==> config.mk <==
export PLATFORM = sky130hd
export DESIGN_NAME = fpnew_slice_arbiter
export DESIGN_NICKNAME = d
export VERILOG_FILES = /design/src/rtl/fpnew_pkg.sv /design/src/rtl/fpnew_rr_pick.sv /design/src/rtl/fpnew_slice_arbiter.sv
export SDC_FILE = /design/constraint.sdc
export NUM_CORES = 1
export LEC_CHECK = 0
export CAP_MARGIN = 20
export CELL_PAD_IN_SITES_DETAIL_PLACEMENT = 0
export CELL_PAD_IN_SITES_GLOBAL_PLACEMENT = 1
export CORE_ASPECT_RATIO = 1.75
export CORE_MARGIN = 3
export CORE_UTILIZATION = 10
export CTS_BUF_LIST = sky130_fd_sc_hd__clkbuf_8
export CTS_CLUSTER_DIAMETER = 150
export CTS_CLUSTER_SIZE = 12
export DETAILED_ROUTE_END_ITERATION = 6
export GPL_TIMING_DRIVEN = 1
export PLACE_DENSITY_LB_ADDON = 0.1
export SLEW_MARGIN = 20
export SYNTH_ARGS = -nofsm -noshare
export SYNTH_HDL_FRONTEND = slang
export SYNTH_SLANG_ARGS = --single-unit
export TNS_END_PERCENT = 30
==> constraint.sdc <==
create_clock -name clk_i -period 1.96 [get_ports clk_i]
set_input_delay 0.392 -clock clk_i [delete_from_list [all_inputs] [get_ports clk_i]]
set_output_delay 0.392 -clock clk_i [all_outputs]
set_load 0.02 [all_outputs]
==> src/rtl/fpnew_pkg.sv <==
// Shared arbitration types and the cyclic round-robin search helper used by
// fpnew_rr_pick and fpnew_slice_arbiter.
package fpnew_pkg;

   localparam int unsigned ArbIdMaxW = 8;
   localparam int unsigned ArbMaxReq = 2 ** ArbIdMaxW;

   typedef logic [ArbIdMaxW-1:0] arb_id_t;

   typedef enum logic {
      LOCK_OPEN,
      LOCK_HELD
   } arb_lock_e;

   // Lowest cyclic offset from ptr wins; returns ptr when nothing is valid.
   function automatic arb_id_t rr_pick(input logic [ArbMaxReq-1:0] valid,
                                       input arb_id_t ptr,
                                       input int unsigned num);
      int unsigned idx;
      rr_pick = ptr;
      for (int unsigned i = 0; i < num; i++) begin
         idx = int'(ptr) + (num - 1 - i);
         if (idx >= num) idx = idx - num;
         if (valid[idx]) rr_pick = arb_id_t'(idx);
      end
   endfunction

endpackage

==> src/rtl/fpnew_rr_pick.sv <==
// Combinational cyclic priority encoder: first valid index at or after ptr_i.
module fpnew_rr_pick
   import fpnew_pkg::*;
#(
   parameter int unsigned NumReq  = 2,
   parameter int unsigned IdWidth = 1
) (
   input  logic [NumReq-1:0]  valid_i,
   input  logic [IdWidth-1:0] ptr_i,
   output logic [IdWidth-1:0] idx_o,
   output logic               found_o
);

   logic [ArbMaxReq-1:0] valid_ext;

   always_comb begin
      valid_ext               = '0;
      valid_ext[NumReq-1:0]   = valid_i;
      idx_o   = IdWidth'(rr_pick(valid_ext, arb_id_t'(ptr_i), NumReq));
      found_o = |valid_i;
   end

endmodule

==> src/rtl/fpnew_slice_arbiter.sv <==
// Round-robin sharing of one FPU format slice between NumReq requesters with
// grant lock, credit bound, flush and ID-routed responses. Optional perf
// counters are enabled by defining FPNEW_SLICE_ARB_PERF_EN.
module fpnew_slice_arbiter
   import fpnew_pkg::*;
#(
   parameter int unsigned NumReq   = 2,
   parameter int unsigned ReqWidth = 72,
   parameter int unsigned RspWidth = 38,
   parameter int unsigned MaxOutst = 4,
   localparam int unsigned IdWidth  = (NumReq > 2) ? $clog2(NumReq) : 1,
   localparam int unsigned CntWidth = $clog2(MaxOutst + 1)
) (
   input  logic                       clk_i,
   input  logic                       rst_ni,
   input  logic                       flush_i,
   input  logic [NumReq-1:0]          req_valid_i,
   output logic [NumReq-1:0]          req_ready_o,
   input  logic [NumReq*ReqWidth-1:0] req_data_i,
   output logic                       slc_valid_o,
   input  logic                       slc_ready_i,
   output logic [ReqWidth-1:0]        slc_data_o,
   output logic [IdWidth-1:0]         slc_tag_o,
   input  logic                       slc_rsp_valid_i,
   output logic                       slc_rsp_ready_o,
   input  logic [RspWidth-1:0]        slc_rsp_data_i,
   input  logic [IdWidth-1:0]         slc_rsp_tag_i,
   output logic [NumReq-1:0]          rsp_valid_o,
   input  logic [NumReq-1:0]          rsp_ready_i,
   output logic [RspWidth-1:0]        rsp_data_o,
   output logic                       busy_o
`ifdef FPNEW_SLICE_ARB_PERF_EN
   ,
   output logic [NumReq*32-1:0]       perf_grant_o,
   output logic [31:0]                perf_stall_o
`endif
);

   arb_lock_e           lock_q, lock_d;
   logic [IdWidth-1:0]  locked_id_q, locked_id_d;
   logic [IdWidth-1:0]  rr_ptr_q, rr_ptr_d;
   logic [CntWidth-1:0] outst_q, outst_d;
   logic [IdWidth-1:0]  pick_idx, winner;
   logic                pick_found, credit_ok, accept, rsp_hs;

   fpnew_rr_pick #(
      .NumReq  (NumReq),
      .IdWidth (IdWidth)
   ) i_rr_pick (
      .valid_i (req_valid_i),
      .ptr_i   (rr_ptr_q),
      .idx_o   (pick_idx),
      .found_o (pick_found)
   );

   always_comb begin
      winner      = (lock_q == LOCK_HELD) ? locked_id_q : pick_idx;
      credit_ok   = outst_q < CntWidth'(MaxOutst);
      slc_valid_o = rst_ni & pick_found & credit_ok & ~flush_i;
      accept      = slc_valid_o & slc_ready_i;
      slc_data_o  = req_data_i[int'(winner)*ReqWidth +: ReqWidth];
      slc_tag_o   = winner;
      req_ready_o = '0;
      if (accept) req_ready_o[winner] = 1'b1;

      // Tags with no matching requester are silently drained.
      rsp_valid_o     = '0;
      slc_rsp_ready_o = rst_ni;
      for (int unsigned k = 0; k < NumReq; k++) begin
         if (slc_rsp_tag_i == IdWidth'(k)) begin
            rsp_valid_o[k]  = rst_ni & slc_rsp_valid_i;
            slc_rsp_ready_o = rst_ni & rsp_ready_i[k];
         end
      end
      rsp_data_o = slc_rsp_data_i;
      rsp_hs     = slc_rsp_valid_i & slc_rsp_ready_o;
      busy_o     = (outst_q != '0) | slc_valid_o;

      outst_d = outst_q;
      if (flush_i) outst_d = '0;
      else if (accept && !rsp_hs) outst_d = outst_q + 1'b1;
      else if (!accept && rsp_hs && outst_q != '0) outst_d = outst_q - 1'b1;

      lock_d      = lock_q;
      locked_id_d = locked_id_q;
      if (flush_i || accept) begin
         lock_d = LOCK_OPEN;
      end else if (slc_valid_o) begin
         lock_d      = LOCK_HELD;
         locked_id_d = winner;
      end

      rr_ptr_d = rr_ptr_q;
      if (accept) rr_ptr_d = (winner == IdWidth'(NumReq - 1)) ? '0 : winner + 1'b1;
   end

   always_ff @(posedge clk_i) begin
      if (!rst_ni) begin
         lock_q      <= LOCK_OPEN;
         locked_id_q <= '0;
         rr_ptr_q    <= '0;
         outst_q     <= '0;
      end else begin
         lock_q      <= lock_d;
         locked_id_q <= locked_id_d;
         rr_ptr_q    <= rr_ptr_d;
         outst_q     <= outst_d;
      end
   end

`ifdef FPNEW_SLICE_ARB_PERF_EN
   logic [31:0] grant_cnt_q [NumReq];
   logic [31:0] stall_cnt_q;

   always_ff @(posedge clk_i) begin
      if (!rst_ni) begin
         for (int unsigned k = 0; k < NumReq; k++) grant_cnt_q[k] <= '0;
         stall_cnt_q <= '0;
      end else begin
         if (accept) grant_cnt_q[winner] <= grant_cnt_q[winner] + 32'd1;
         if (pick_found && !accept) stall_cnt_q <= stall_cnt_q + 32'd1;
      end
   end

   always_comb begin
      perf_grant_o = '0;
      for (int unsigned k = 0; k < NumReq; k++) perf_grant_o[k*32 +: 32] = grant_cnt_q[k];
      perf_stall_o = stall_cnt_q;
   end
`endif

endmodule

==> flow_summary.toml, run 1 <==
[status]
status = "finished with violations"
failed_checks = "setup timing"

[sta]
period_minus_slack_ps = 2270
fmax_ghz = 0.441
clock_skew_ps = 0.209
layout_setup_ws_ps = -308
rsz0062_at_grt = "yes"
slew_headroom_pct = 81.1
hold_viol_final = 0
final.period_utilization_pct = 116
setup_viol = 74
tightest_slew_ps = 281
slew_violations = 0

[synthesis]
synth_area_leaders = "mux2_1, mux2_2, buf_4"
yosysSeqAreaShare_pct = 7.57
yosysWarnings = 0
async_reset_ff_share_pct = 0
synth_edf_count = 0
yosysUniqueCellTypes = 27
synthesis.area_sq_um = 1590
syn_avg_cell_area_sq_um = 9.39
syn-num-nets = 362
ys_ff_latch = 6
ys_top_cells_by_count = "mux2_1, buf_4, mux2_2"
synth_most_common_cell = "mux2_1"
synth_top_cell_by_area = "mux2_1"
synth_top_area_share_pct = 28.4
synth_cells = 169
synth-main-ff-cell = "dfxtp_1"

[cts]
cts-root-buf = "clkbuf_8"
clk_pin_slew_ps = 40
cts.htree.levels = 1
clk_path_buf_depth = 2
postCtsHoldBufs = 0
clock-sinks = 6
cts_tree = "yes"
insertion_delay_ps = 220
cts_buffers = 3

[setup_path]
startpoint_type = "flip-flop"
crit_chain = "a21boi_4 > o31ai_4 > buf_4 > buf_8 > clkbuf_16 > mux2_1 > buf_2"
crit_path_max_fanout = 6
reg2reg_to = "outst_q[2]"
arrival_ps = 1880
r2r_slack_ps = 190
reg2reg_depth = 8
slowest_stage = "dfxtp_4"
max_stage_delay_ps = 370
endpoint_kind = "output pin"
reg2reg_from = "outst_q[2]"
crit_type = "reg2out"
worst_ep_required_time_ps = 1570

[power_and_ir_drop]
combinationalPowerShare_pct = 79.7
p_clk_share_pct = 11.9
switching_power_w = 0.000520
powerDensity_nw_per_um2 = 341
leakagePower_nw = 1.92
ir_drop_uv = 207
p_int_w = 0.00101
seq_power_share_pct = 8.4
switching_share_pct = 34.1

[floorplan]
die_w_microns = 101
start_util_pct = 10.3
die_h_microns = 173
row_count = 60
io_pins = 310
coreArea_sq_um = 15500
dieArea_sq_um = 17500

[routing]
num_vias = 2161
avgRoutedWirePerCell_microns = 18.4
drt_iter0_drc = 27
ant_nets = 0
wl_microns = 10900
dr.pass1.iters = 4
viasPerCell = 3.66
drcViolationCount = 0

[worst_hold_path]
worstHoldPathType = "reg2reg"
worstHoldStart = "outst_q[1]"
hold_depth = 2
hold_path_end = "outst_q[1]"

[cells_and_area]
drive_above_1_share_pct = 48.4
fin_area_sq_um = 4470
area_growth_pct = 182
nets = 598
final_util_pct = 28.9

[place]
hpwl_microns = 8700
place_area_sq_um = 3990
numPortBuffers = 233
place.gp.congestion = 0.750

[global_routing]
grt_max_degree = 25
grt_pass1_vias = 2334
grt_first_pass_wirelength_microns = 14500
overflow = 0
grt_util_all_layers_pct = 11.2
antenna_found_initial = 1

[run]
cap_violations = 0
kinds of logic after synthesis:
logic type / share of synthesized area, %
compound gates: 3.86
fa+ha+maj: 1.26
buf+inv: 22.5
flops: 7.57
mux: 52.4
simple gates: 12.5
sequential cells by signal, indices dropped and copies added, names as in the netlist:
register,flops
locked_id_q,1
rr_ptr_q,1
outst_q,3
lock_q,1
cell usage in the layout, fill, tap and decap left out, drive strengths merged:
cell / Yosys / final
nand3: 1 / 1
dfxtp: 6 / 6
nor2b: 3 / 3
nor4: 1 / 1
o31ai: 1 / 1
fa: 1 / 1
clkdlybuf4s15: 0 / 2
or2: 2 / 2
nor3b: 1 / 1
and2: 2 / 2
o21ai: 3 / 3
nand2b: 2 / 2
and4bb: 1 / 1
a21oi: 2 / 2
and3: 2 / 2
mux2i: 2 / 2
buf: 46 / 119
nor3: 6 / 6
clkdlybuf4s50: 0 / 148
dlygate4sd2: 0 / 4
nand2: 5 / 5
diode: 0 / 1
a21boi: 2 / 2
nor2: 7 / 7
clkbuf: 0 / 7
inv: 1 / 1
mux2: 72 / 72
what timing repair did:
item,4_1_cts,5_1_grt
resized for setup,358,125
setup buffers,16,3
pin swaps,7,4
cloned,4,2
endpoints found under the setup margin,82,78
final cells by class:
class	instances	area, sq um
Fill cell	1658	11000
Clock buffer	3	41.3
Sequential cell	6	124
Tap cell	186	233
Inverter	1	3.75
Antenna cell	1	2.50
Multi-Input combinational cell	116	1310
Timing Repair Buffer	277	2760
per-layer routing:
layer	vias up	share of wire, %	track usage (%)
li1	1037	-	-
met1	1012	29	9.32
met2	98	63	24.8
met3	14	6.9	1.90
met4	0	1.2	2.50
met5	-	0	0
how the worst max path moves through the flow:
stage | start | to | cells after the start
global route | rr_ptr_q | slc_data_o[11] | 8
finish | rr_ptr_q | slc_data_o[30] | 7
CTS | rr_ptr_q | slc_data_o[30] | 6
floorplan | flush_i | outst_q[2] | 8
global placement | req_valid_i[1] | slc_data_o[11] | 7
detailed placement | req_valid_i[1] | slc_data_o[11] | 7
worst max-delay path, delay by kind of cell (launching register included):
family / cells / cell delay [ps]
buffers and inverters: 4 / 610
DFF: 1 / 370
AOI/OAI and AO/OA: 2 / 340
muxes: 1 / 330
power by group through the flow:
stage / registers, W / logic, W / clock network (W)
5_1_grt: 0.000129 / 0.00128 / 0.000202
3_5_place_dp: 0.000131 / 0.00106 / 0
6_report: 0.000129 / 0.00122 / 0.000182
3_3_place_gp: 0.000131 / 0.00106 / 0
2_1_floorplan: 0.000130 / 0.000519 / 0
4_1_cts: 0.000129 / 0.00116 / 0.000192
through the flow:
stage	cells	TNS, ps	power [W]	hold slack [ps]	setup WS [ps]
after floorplan	169	0	0.000649	482	18.0
after global placement	562	-75760	0.00119	505	-1020
after detailed placement	562	-75180	0.00119	502	-1010
after CTS	585	-19930	0.00148	516	-415
after global routing	590	-21480	0.00161	555	-377
final	590	-16020	0.00153	513	-308
No activity file was read; power rests on OpenSTA's default activity.
==> run 2, diff against run 1 <==
CORE_ASPECT_RATIO = 0.6   (was 1.75)
==> flow_summary.toml, run 2 (synthesis gave the netlist of run 1 again) <==
[status]
status = "finished with violations"
failed_checks = "setup timing"

[power_and_ir_drop]
total_power_w = 0.00153
powerDensity_nw_per_um2 = 337
ir_drop_uv = 155
leakagePower_nw = 1.97

[sta]
slew_headroom_pct = 77.0
finalSetupTns_ps = -19720
layout_setup_ws_ps = -376
hold_viol_final = 0
fmax_ghz = 0.428
period_minus_slack_ps = 2340
tightest_slew_ps = 342
setup_viol = 72
rsz0062_at_grt = "yes"
final.period_utilization_pct = 119
slew_violations = 0
clock_skew_ps = 1.20

[place]
place.gp.congestion = 0.728
numPortBuffers = 233
hpwl_microns = 7330

[floorplan]
coreArea_sq_um = 15000
dieArea_sq_um = 17500
die_w_microns = 169
die_h_microns = 104
start_util_pct = 10.6
row_count = 34
io_pins = 310

[cells_and_area]
drive_above_1_share_pct = 49.4
layout_commonest_cell = "clkdlybuf4s50_1"
largest_reg_flops = 3
regMostFlops = "outst_q"
nets = 598
area_growth_pct = 186
diodes = 0
final_cell_mix = "clkdlybuf4s50_1, buf_6, mux2_4, buf_2, mux2_1"

[setup_path]
worst-path-buf-inv = 5
slowest_stage = "dfxtp_4"
r2r_slack_ps = 140
crit_type = "reg2out"
crit_chain = "a21boi_4 > o31ai_4 > buf_12 > buf_12 > buf_12 > buf_8 > mux2_4 > buf_6"
reg2reg_depth = 8
crit_path_max_fanout = 5
reg2reg_to = "outst_q[2]"
reg2reg_from = "outst_q[2]"
cpMostUsedCell = "buf_12"
max_stage_delay_ps = 370
crit_family = "buffers and inverters"
arrival_ps = 1940
endpoint_kind = "output pin"
startpoint_type = "flip-flop"
worst_ep_required_time_ps = 1570

[routing]
viasPerCell = 3.55
wl_microns = 8930
drt_iter0_drc = 35
drcViolationCount = 0
avgRoutedWirePerCell_microns = 14.9
num_vias = 2133
ant_nets = 0
dr.pass1.iters = 4

[worst_hold_path]
hold_depth = 2
worstHoldPathType = "reg2reg"
worstHoldStart = "outst_q[1]"
hold_path_end = "outst_q[1]"

[run]
cap_violations = 0

[cts]
clk_path_buf_depth = 2
postCtsHoldBufs = 0
cts_buffers = 3
insertion_delay_ps = 220
clock-sinks = 6
cts_tree = "yes"
cts-root-buf = "clkbuf_8"
cts.htree.levels = 1
clk_pin_slew_ps = 40

[global_routing]
antenna_found_initial = 0
overflow = 0
grt_max_degree = 13
grt_pass1_vias = 2164
grt_first_pass_wirelength_microns = 12900
grt_util_all_layers_pct = 9.24
==> run 2: cell count changes in the layout (fill, tap and decap cells not counted), moves of 3 or more <==
cell,delta
clkdlybuf4s50_1,-3
mux2_4,+3
buf_4,-3
dlymetal6s2s_1,+4
==> run 2: area by class of cell <==
| cell class | count | area [sq um] |
|---|---|---|
| tap | 198 | 248 |
| clock buffer | 3 | 41.3 |
| inverter | 1 | 3.75 |
| timing repair buffer | 277 | 2790 |
| sequential | 6 | 124 |
| fill | 1569 | 10500 |
| multi-input combinational | 116 | 1330 |
==> run 2: metal layers <==
metal	vias to the layer above	GRT usage [%]	part of all wire, %
li1	1033	-	-
met1	970	10.9	39
met2	126	16.8	51
met3	4	3.05	9.1
met4	0	0.992	0.35
met5	-	0	0
==> run 2: how the worst max path moves through the flow <==
stage	startpoint	to	slack, ps	depth (start not counted)
6_report	rr_ptr_q	slc_data_o[64]	-380	8
5_1_grt	rr_ptr_q	slc_data_o[64]	-450	8
4_1_cts	rr_ptr_q	slc_data_o[13]	-430	6
3_5_place_dp	req_valid_i[1]	slc_data_o[26]	-1010	7
3_3_place_gp	req_valid_i[1]	slc_data_o[44]	-990	7
2_1_floorplan	flush_i	outst_q[2]	20	8
==> run 2: worst min-delay path, cell delays in order (launching register included) <==
cell,delay (ps)
dfxtp_1,330
nand3_1,70
a21oi_1,50
==> run 2: stage by stage <==
stage               instance area (sq um)  cells  setup WS [ps]  hold WS (ps)  utilization, %
detailed placement                   4050    578          -1010           510            27.0
global route                         4540    601           -447           551            30.2
finish                               4540    601           -376           507            30.2
global placement                     4050    578           -987           528            27.0
floorplan                            1590    169           18.0           482               -
CTS                                  4330    597           -428           519            28.8
==> run 2: power by group <==
part | internal [W] | switching, W | total [W]
clock | 0.000132 | 0.0000583 | 0.000191
combinational | 0.000763 | 0.000449 | 0.00121
sequential | 0.000125 | 0.00000363 | 0.000128
total | 0.00102 | 0.000511 | 0.00153
==> run 2: what timing repair did <==
item                       in CTS  in global routing
gates resized for setup       365                136
buffers inserted               12                  5
cloned                          4                  0
pin swaps                       3                  9
setup endpoints to repair      82                 78
